### config.mk
export PLATFORM = sky130hd
export DESIGN_NAME = dmem_arbiter_flat
export DESIGN_NICKNAME = d
export VERILOG_FILES = /design/src/rtl/dmem_arbiter_if.sv /design/src/rtl/dmem_arbiter.sv /design/src/flat_wrapper.sv
export SDC_FILE = /design/constraint.sdc
export NUM_CORES = 1
export LEC_CHECK = 0
export CORE_AREA = 10 10 109 111
export DETAILED_ROUTE_END_ITERATION = 12
export DIE_AREA = 0 0 119 121
export DONT_BUFFER_PORTS = 1
export SLEW_MARGIN = 20
export SYNTH_ARGS = -nofsm -noshare
export SYNTH_HDL_FRONTEND = slang
export SYNTH_SLANG_ARGS = --single-unit
### constraint.sdc
create_clock -name clk -period 2.3 [get_ports clk]
set_clock_uncertainty 0.1 [all_clocks]
set_input_delay 0 -clock clk [delete_from_list [all_inputs] [get_ports clk]]
set_output_delay 0 -clock clk [all_outputs]
set_load 0.01 [all_outputs]
### src/rtl/dmem_arbiter_if.sv
// rtl/dmem_arbiter_if.sv - Requester ports and Dmem bus bundle for dmem_arbiter
interface dmem_arbiter_if #(
    parameter int ADDR_W = 32,
    parameter int DATA_W = 32
);
    logic              p0_req;
    logic              p0_we;
    logic              p0_lock;
    logic [ADDR_W-1:0] p0_addr;
    logic [DATA_W-1:0] p0_wdata;
    logic              p0_ack;
    logic [DATA_W-1:0] p0_rdata;
    logic              p0_rvalid;

    logic              p1_req;
    logic              p1_we;
    logic              p1_lock;
    logic [ADDR_W-1:0] p1_addr;
    logic [DATA_W-1:0] p1_wdata;
    logic              p1_ack;
    logic [DATA_W-1:0] p1_rdata;
    logic              p1_rvalid;

    logic [ADDR_W-1:0] mem_address;
    logic [DATA_W-1:0] mem_write_data;
    logic              mem_read;
    logic              mem_write;
    logic [DATA_W-1:0] mem_read_data;

    // Environment side: both requesters plus the Dmem instance.
    modport master (
        output p0_req, p0_we, p0_lock, p0_addr, p0_wdata,
        input  p0_ack, p0_rdata, p0_rvalid,
        output p1_req, p1_we, p1_lock, p1_addr, p1_wdata,
        input  p1_ack, p1_rdata, p1_rvalid,
        input  mem_address, mem_write_data, mem_read, mem_write,
        output mem_read_data
    );

    modport slave (
        input  p0_req, p0_we, p0_lock, p0_addr, p0_wdata,
        output p0_ack, p0_rdata, p0_rvalid,
        input  p1_req, p1_we, p1_lock, p1_addr, p1_wdata,
        output p1_ack, p1_rdata, p1_rvalid,
        output mem_address, mem_write_data, mem_read, mem_write,
        input  mem_read_data
    );
endinterface

### src/rtl/dmem_arbiter.sv
// rtl/dmem_arbiter.sv - Two-port Dmem arbiter, port 0 priority, port 1 starvation guard; lock FSM when DMEM_ARB_LOCK_EN is defined
module dmem_arbiter #(
    parameter int ADDR_W   = 32,
    parameter int DATA_W   = 32,
    parameter int WAIT_MAX = 4
) (
    input  logic          clk,
    input  logic          reset,
    dmem_arbiter_if.slave bus
);
    localparam int CNT_W = (WAIT_MAX < 1) ? 1 : $clog2(WAIT_MAX + 1);
    localparam logic [CNT_W-1:0] CNT_MAX = CNT_W'(WAIT_MAX);

    logic [CNT_W-1:0]  starve_cnt;
    logic              grant0;
    logic              grant1;
    logic              p0_rvalid_q;
    logic              p1_rvalid_q;
    logic [DATA_W-1:0] p0_rdata_q;
    logic [DATA_W-1:0] p1_rdata_q;
    logic [ADDR_W-1:0] mem_address_c;
    logic [DATA_W-1:0] mem_write_data_c;
    logic              mem_read_c;
    logic              mem_write_c;

`ifdef DMEM_ARB_LOCK_EN
    typedef enum logic [1:0] {
        UNLOCKED = 2'd0,
        OWN0     = 2'd1,
        OWN1     = 2'd2
    } lock_state_t;

    lock_state_t lock_state;
`else
    logic unused_lock;
    assign unused_lock = bus.p0_lock | bus.p1_lock;
`endif

    always_comb begin
        grant0 = 1'b0;
        grant1 = 1'b0;
        if (bus.p1_req && (starve_cnt == CNT_MAX)) begin
            grant1 = 1'b1;
        end else if (bus.p0_req) begin
            grant0 = 1'b1;
        end else if (bus.p1_req) begin
            grant1 = 1'b1;
        end
`ifdef DMEM_ARB_LOCK_EN
        // The owner is exclusive, overriding the starvation guard as well.
        if (lock_state == OWN0) begin
            grant0 = bus.p0_req;
            grant1 = 1'b0;
        end else if (lock_state == OWN1) begin
            grant0 = 1'b0;
            grant1 = bus.p1_req;
        end
`endif
    end

    always_comb begin
        mem_address_c    = '0;
        mem_write_data_c = '0;
        mem_read_c       = 1'b0;
        mem_write_c      = 1'b0;
        if (grant0) begin
            mem_address_c    = bus.p0_addr;
            mem_write_data_c = bus.p0_wdata;
            mem_write_c      = bus.p0_we;
            mem_read_c       = ~bus.p0_we;
        end else if (grant1) begin
            mem_address_c    = bus.p1_addr;
            mem_write_data_c = bus.p1_wdata;
            mem_write_c      = bus.p1_we;
            mem_read_c       = ~bus.p1_we;
        end
    end

    always_ff @(posedge clk) begin
        if (reset) begin
            starve_cnt <= '0;
        end else if (bus.p1_req && !grant1) begin
            if (starve_cnt != CNT_MAX) begin
                starve_cnt <= starve_cnt + 1'b1;
            end
        end else begin
            starve_cnt <= '0;
        end
    end

    // Dmem reads combinationally, so read data is captured at the edge ending the ack cycle.
    always_ff @(posedge clk) begin
        if (reset) begin
            p0_rvalid_q <= 1'b0;
            p1_rvalid_q <= 1'b0;
            p0_rdata_q  <= '0;
            p1_rdata_q  <= '0;
        end else begin
            p0_rvalid_q <= grant0 & ~bus.p0_we;
            p1_rvalid_q <= grant1 & ~bus.p1_we;
            if (grant0 && !bus.p0_we) begin
                p0_rdata_q <= bus.mem_read_data;
            end
            if (grant1 && !bus.p1_we) begin
                p1_rdata_q <= bus.mem_read_data;
            end
        end
    end

`ifdef DMEM_ARB_LOCK_EN
    always_ff @(posedge clk) begin
        if (reset) begin
            lock_state <= UNLOCKED;
        end else begin
            case (lock_state)
                UNLOCKED: begin
                    if (grant0 && bus.p0_lock) begin
                        lock_state <= OWN0;
                    end else if (grant1 && bus.p1_lock) begin
                        lock_state <= OWN1;
                    end
                end
                OWN0: begin
                    if (grant0 && !bus.p0_lock) begin
                        lock_state <= UNLOCKED;
                    end
                end
                OWN1: begin
                    if (grant1 && !bus.p1_lock) begin
                        lock_state <= UNLOCKED;
                    end
                end
                default: lock_state <= UNLOCKED;
            endcase
        end
    end
`endif

    assign bus.p0_ack         = grant0;
    assign bus.p1_ack         = grant1;
    assign bus.p0_rvalid      = p0_rvalid_q;
    assign bus.p1_rvalid      = p1_rvalid_q;
    assign bus.p0_rdata       = p0_rdata_q;
    assign bus.p1_rdata       = p1_rdata_q;
    assign bus.mem_address    = mem_address_c;
    assign bus.mem_write_data = mem_write_data_c;
    assign bus.mem_read       = mem_read_c;
    assign bus.mem_write      = mem_write_c;
endmodule

### src/flat_wrapper.sv
// flat-port wrapper written by rule: the top's interface ports become plain ports
module dmem_arbiter_flat 
#(
    parameter int ADDR_W   = 32,
    parameter int DATA_W   = 32,
    parameter int WAIT_MAX = 4
)
  (clk, reset, bus_p0_req, bus_p0_we, bus_p0_lock, bus_p0_addr, bus_p0_wdata, bus_p0_ack, bus_p0_rdata, bus_p0_rvalid, bus_p1_req, bus_p1_we, bus_p1_lock, bus_p1_addr, bus_p1_wdata, bus_p1_ack, bus_p1_rdata, bus_p1_rvalid, bus_mem_address, bus_mem_write_data, bus_mem_read, bus_mem_write, bus_mem_read_data);
  dmem_arbiter_if #(.ADDR_W(ADDR_W), .DATA_W(DATA_W)) bus_i ();
  input  logic clk;
  input  logic reset;
  input wire logic [$bits(bus_i.p0_req)-1:0] bus_p0_req;
  input wire logic [$bits(bus_i.p0_we)-1:0] bus_p0_we;
  input wire logic [$bits(bus_i.p0_lock)-1:0] bus_p0_lock;
  input wire logic [$bits(bus_i.p0_addr)-1:0] bus_p0_addr;
  input wire logic [$bits(bus_i.p0_wdata)-1:0] bus_p0_wdata;
  output wire logic [$bits(bus_i.p0_ack)-1:0] bus_p0_ack;
  output wire logic [$bits(bus_i.p0_rdata)-1:0] bus_p0_rdata;
  output wire logic [$bits(bus_i.p0_rvalid)-1:0] bus_p0_rvalid;
  input wire logic [$bits(bus_i.p1_req)-1:0] bus_p1_req;
  input wire logic [$bits(bus_i.p1_we)-1:0] bus_p1_we;
  input wire logic [$bits(bus_i.p1_lock)-1:0] bus_p1_lock;
  input wire logic [$bits(bus_i.p1_addr)-1:0] bus_p1_addr;
  input wire logic [$bits(bus_i.p1_wdata)-1:0] bus_p1_wdata;
  output wire logic [$bits(bus_i.p1_ack)-1:0] bus_p1_ack;
  output wire logic [$bits(bus_i.p1_rdata)-1:0] bus_p1_rdata;
  output wire logic [$bits(bus_i.p1_rvalid)-1:0] bus_p1_rvalid;
  output wire logic [$bits(bus_i.mem_address)-1:0] bus_mem_address;
  output wire logic [$bits(bus_i.mem_write_data)-1:0] bus_mem_write_data;
  output wire logic [$bits(bus_i.mem_read)-1:0] bus_mem_read;
  output wire logic [$bits(bus_i.mem_write)-1:0] bus_mem_write;
  input wire logic [$bits(bus_i.mem_read_data)-1:0] bus_mem_read_data;
  assign bus_i.p0_req = bus_p0_req;
  assign bus_i.p0_we = bus_p0_we;
  assign bus_i.p0_lock = bus_p0_lock;
  assign bus_i.p0_addr = bus_p0_addr;
  assign bus_i.p0_wdata = bus_p0_wdata;
  assign bus_p0_ack = bus_i.p0_ack;
  assign bus_p0_rdata = bus_i.p0_rdata;
  assign bus_p0_rvalid = bus_i.p0_rvalid;
  assign bus_i.p1_req = bus_p1_req;
  assign bus_i.p1_we = bus_p1_we;
  assign bus_i.p1_lock = bus_p1_lock;
  assign bus_i.p1_addr = bus_p1_addr;
  assign bus_i.p1_wdata = bus_p1_wdata;
  assign bus_p1_ack = bus_i.p1_ack;
  assign bus_p1_rdata = bus_i.p1_rdata;
  assign bus_p1_rvalid = bus_i.p1_rvalid;
  assign bus_mem_address = bus_i.mem_address;
  assign bus_mem_write_data = bus_i.mem_write_data;
  assign bus_mem_read = bus_i.mem_read;
  assign bus_mem_write = bus_i.mem_write;
  assign bus_i.mem_read_data = bus_mem_read_data;
  dmem_arbiter #(.ADDR_W(ADDR_W), .DATA_W(DATA_W), .WAIT_MAX(WAIT_MAX)) u_core (.clk(clk), .reset(reset), .bus(bus_i));
endmodule
==> results.py <==
metrics = {
    "sta": {
        "max_slew_margin_pct": 48.9,
        "fin_ws_ns": 0.130,
        "max_freq_ghz": 0.461,
        "finalCritPeriodShare_pct": 94.3,
        "hold_violations": 0,
        "setup_viol": 0,
        "final_max_slew_viol_count": 0,
        "worst-slew-pin-transition_ns": 0.766,
        "finalSetupTns_ns": 0,
        "grt_setup_unrepaired": "false",
        "period_minus_slack_ns": 2.17,
    },
    "layout": {
        "drive_gt1_share_pct": 8.69,
        "num-fill-cells": 968,
        "fin_util_pct": 42.1,
        "nets": 591,
        "antenna_cells": 0,
        "final_cell_mix": "dfxtp_1 (69), a22o_1 (65), a21oi_1 (65)",
        "synthToLayoutAreaGrowth_pct": 22.8,
        "mostFrequentLayoutCell": "dfxtp_1",
        "instances_no_fill": 559,
    },
    "drt": {
        "drt-initial-drc-count": 268,
        "post-route-drc-count": 0,
        "ant_nets": 0,
        "via_per_inst": 6.21,
        "num_vias": 3469,
        "wire_per_inst_um": 29.9,
        "routed_wl_um": 16700,
        "drt_pass1_iterations": 5,
    },
    "global_routing": {
        "grt_pass1_vias": 3302,
        "gr-total-overflow": 0,
        "grt_usage_pct": 21.2,
        "grt_max_degree": 68,
        "grt_pass1_wl_um": 23500,
        "antenna_found_initial": 0,
    },
    "clock_tree": {
        "clkSinkCount": 69,
        "clk_root_buffer_cell": "clkbuf_8",
        "insertion_delay_ns": 0.34,
        "cts_tree": "yes",
        "h-tree-depth": 3,
        "cts_buffers": 9,
        "post_cts_buffers": 0,
        "clk_pin_slew_ns": 0.07,
        "cts_buffer_depth": 2,
    },
    "run_status": {
        "status": "completed",
    },
    "floorplanning": {
        "start_util_pct": 34.3,
        "die-width_um": 119,
        "dieArea_um2": 14400,
        "fp.dieH_um": 121,
        "rows": 36,
        "top_level_ports": 302,
        "core_um2": 9640,
    },
    "min_path": {
        "hold_path.class": "primary input to flip-flop",
    },
    "synth": {
        "synth_cell_types": 23,
        "ys_seq_area_share_pct": 41.8,
        "syn_area_per_cell_um2": 8.25,
        "ys_warn_count": 0,
        "ys_seq_elements": 69,
        "syn_inst": 400,
        "synth_nets": 570,
        "synth_area_leaders": "dfxtp_1 (42%), a22o_1 (17%), a21oi_1 (9.9%)",
        "netlist_area_um2": 3300,
        "yosys.area.top_type": "dfxtp_1",
        "synth_top_area_share_pct": 41.8,
    },
    "worst_setup_path": {
        "crit_type": "flip-flop to output pin",
        "cp.required_ns": 2.20,
        "worstPathArrival_ns": 2.07,
        "worstPathMaxFanout": 33,
        "worstPathCellList": "inv_1 > ha_1 > a21bo_1 > and2_4 > a22o_1",
        "slowest_delay_ns": 0.42,
        "worstSetupStartpointType": "flip-flop",
        "slowest_stage": "and2_4",
        "critPathCaptureType": "output pin",
    },
    "place": {
        "post-place-cells": 498,
        "place_congestion": 0.946,
        "preCtsSetupSlack_ns": 0.400,
        "numPortBuffers": 0,
        "hpwlAfterDp_um": 12800,
    },
    "power_and_ir_drop": {
        "leakage_nw": 1.48,
        "vdd_ir_drop_max_uv": 439,
        "power_density_nw_per_um2": 689,
        "p_total_w": 0.00280,
    },
    "flow_run": {
        "max_cap_viol_count": 0,
    },
}
-- what timing repair did --
| item | in CTS | in global routing |
|---|---|---|
| hold endpoints to repair | 69 | 0 |
| hold buffers | 44 | 0 |
| resized for setup | 0 | 4 |
| endpoints found under the setup margin | 0 | 67 |
-- Yosys cell counts, drive strengths merged --
library cell / number
dfxtp: 69
a21oi: 65
a22o: 65
nand3: 65
o21ai: 64
clkbuf: 35
buf: 13
and2: 4
nor2: 4
nand2: 3
ha: 2
inv: 2
nand2b: 2
nor2b: 2
a21bo: 1
a21boi: 1
and3: 1
mux2i: 1
nand3b: 1
-- kinds of logic after synthesis --
family,synth area share [%]
muxes,0.303
buffers and inverters,6.97
AOI/OAI and AO/OA,37.3
DFF,41.8
and+or+nand+nor,12.8
adders and majority gates,0.758
-- metrics by stage --
step / hold WS [ns] / cell area [um2]
detailed placement: -0.0186 / 3370
CTS: 0.0351 / 4040
finish: 0.0354 / 4060
global placement: -0.0239 / 3370
global route: 0.0501 / 4060
floorplan: 0.0477 / 3300
-- cell type report --
class,instances,area [um2],area share (%)
tap,133,166,4.10
clock inverter,3,42.5,1.05
sequential,69,1380,34.1
multi-input combinational,282,1710,42.2
inverter,2,7.51,0.185
timing repair buffer,57,576,14.2
clock buffer,13,169,4.17
-- critical path: cells and delay by family, from the launching register on --
family	cells	cell delay (ns)
adders and majority gates	1	0.29
buffers and inverters	1	0.06
AOI/OAI and AO/OA	2	0.62
DFF	1	0.31
and+or+nand+nor	1	0.42
-- sequential cells by signal (all words and copies together), names as in the netlist --
register,count
u_core.bus.p0_rvalid,1
u_core.bus.p1_rvalid,1
u_core.starve_cnt,3
u_core.bus.p1_rdata,32
u_core.bus.p0_rdata,32
-- path summary, 6_finish.rpt --
kind	startpoint	endpoint	slack, ns	cells past startpoint
worst min register to register	u_core.starve_cnt[0]	u_core.starve_cnt[0]	0.42	2
worst max register to register	u_core.starve_cnt[0]	u_core.bus.p1_rdata[1]	0.18	7
worst min-delay path	bus_p0_we	u_core.bus.p0_rdata[1]	0.04	4
worst max-delay path	u_core.starve_cnt[0]	bus_mem_write_data[22]	0.13	5
-- per-layer routing --
layer / global-route usage (%) / wire, um
met4: 7.25 / 366
met2: 36.4 / 8520
met5: 0 / 0
met1: 22.9 / 5940
met3: 9.21 / 1900
-- report_power, final --
group / internal, W / switching (W)
sequential: 0.00124 / 0.0000558
clock: 0.000588 / 0.000461
combinational: 0.000175 / 0.000275
Note: power is estimated with default switching activity, not from simulation.
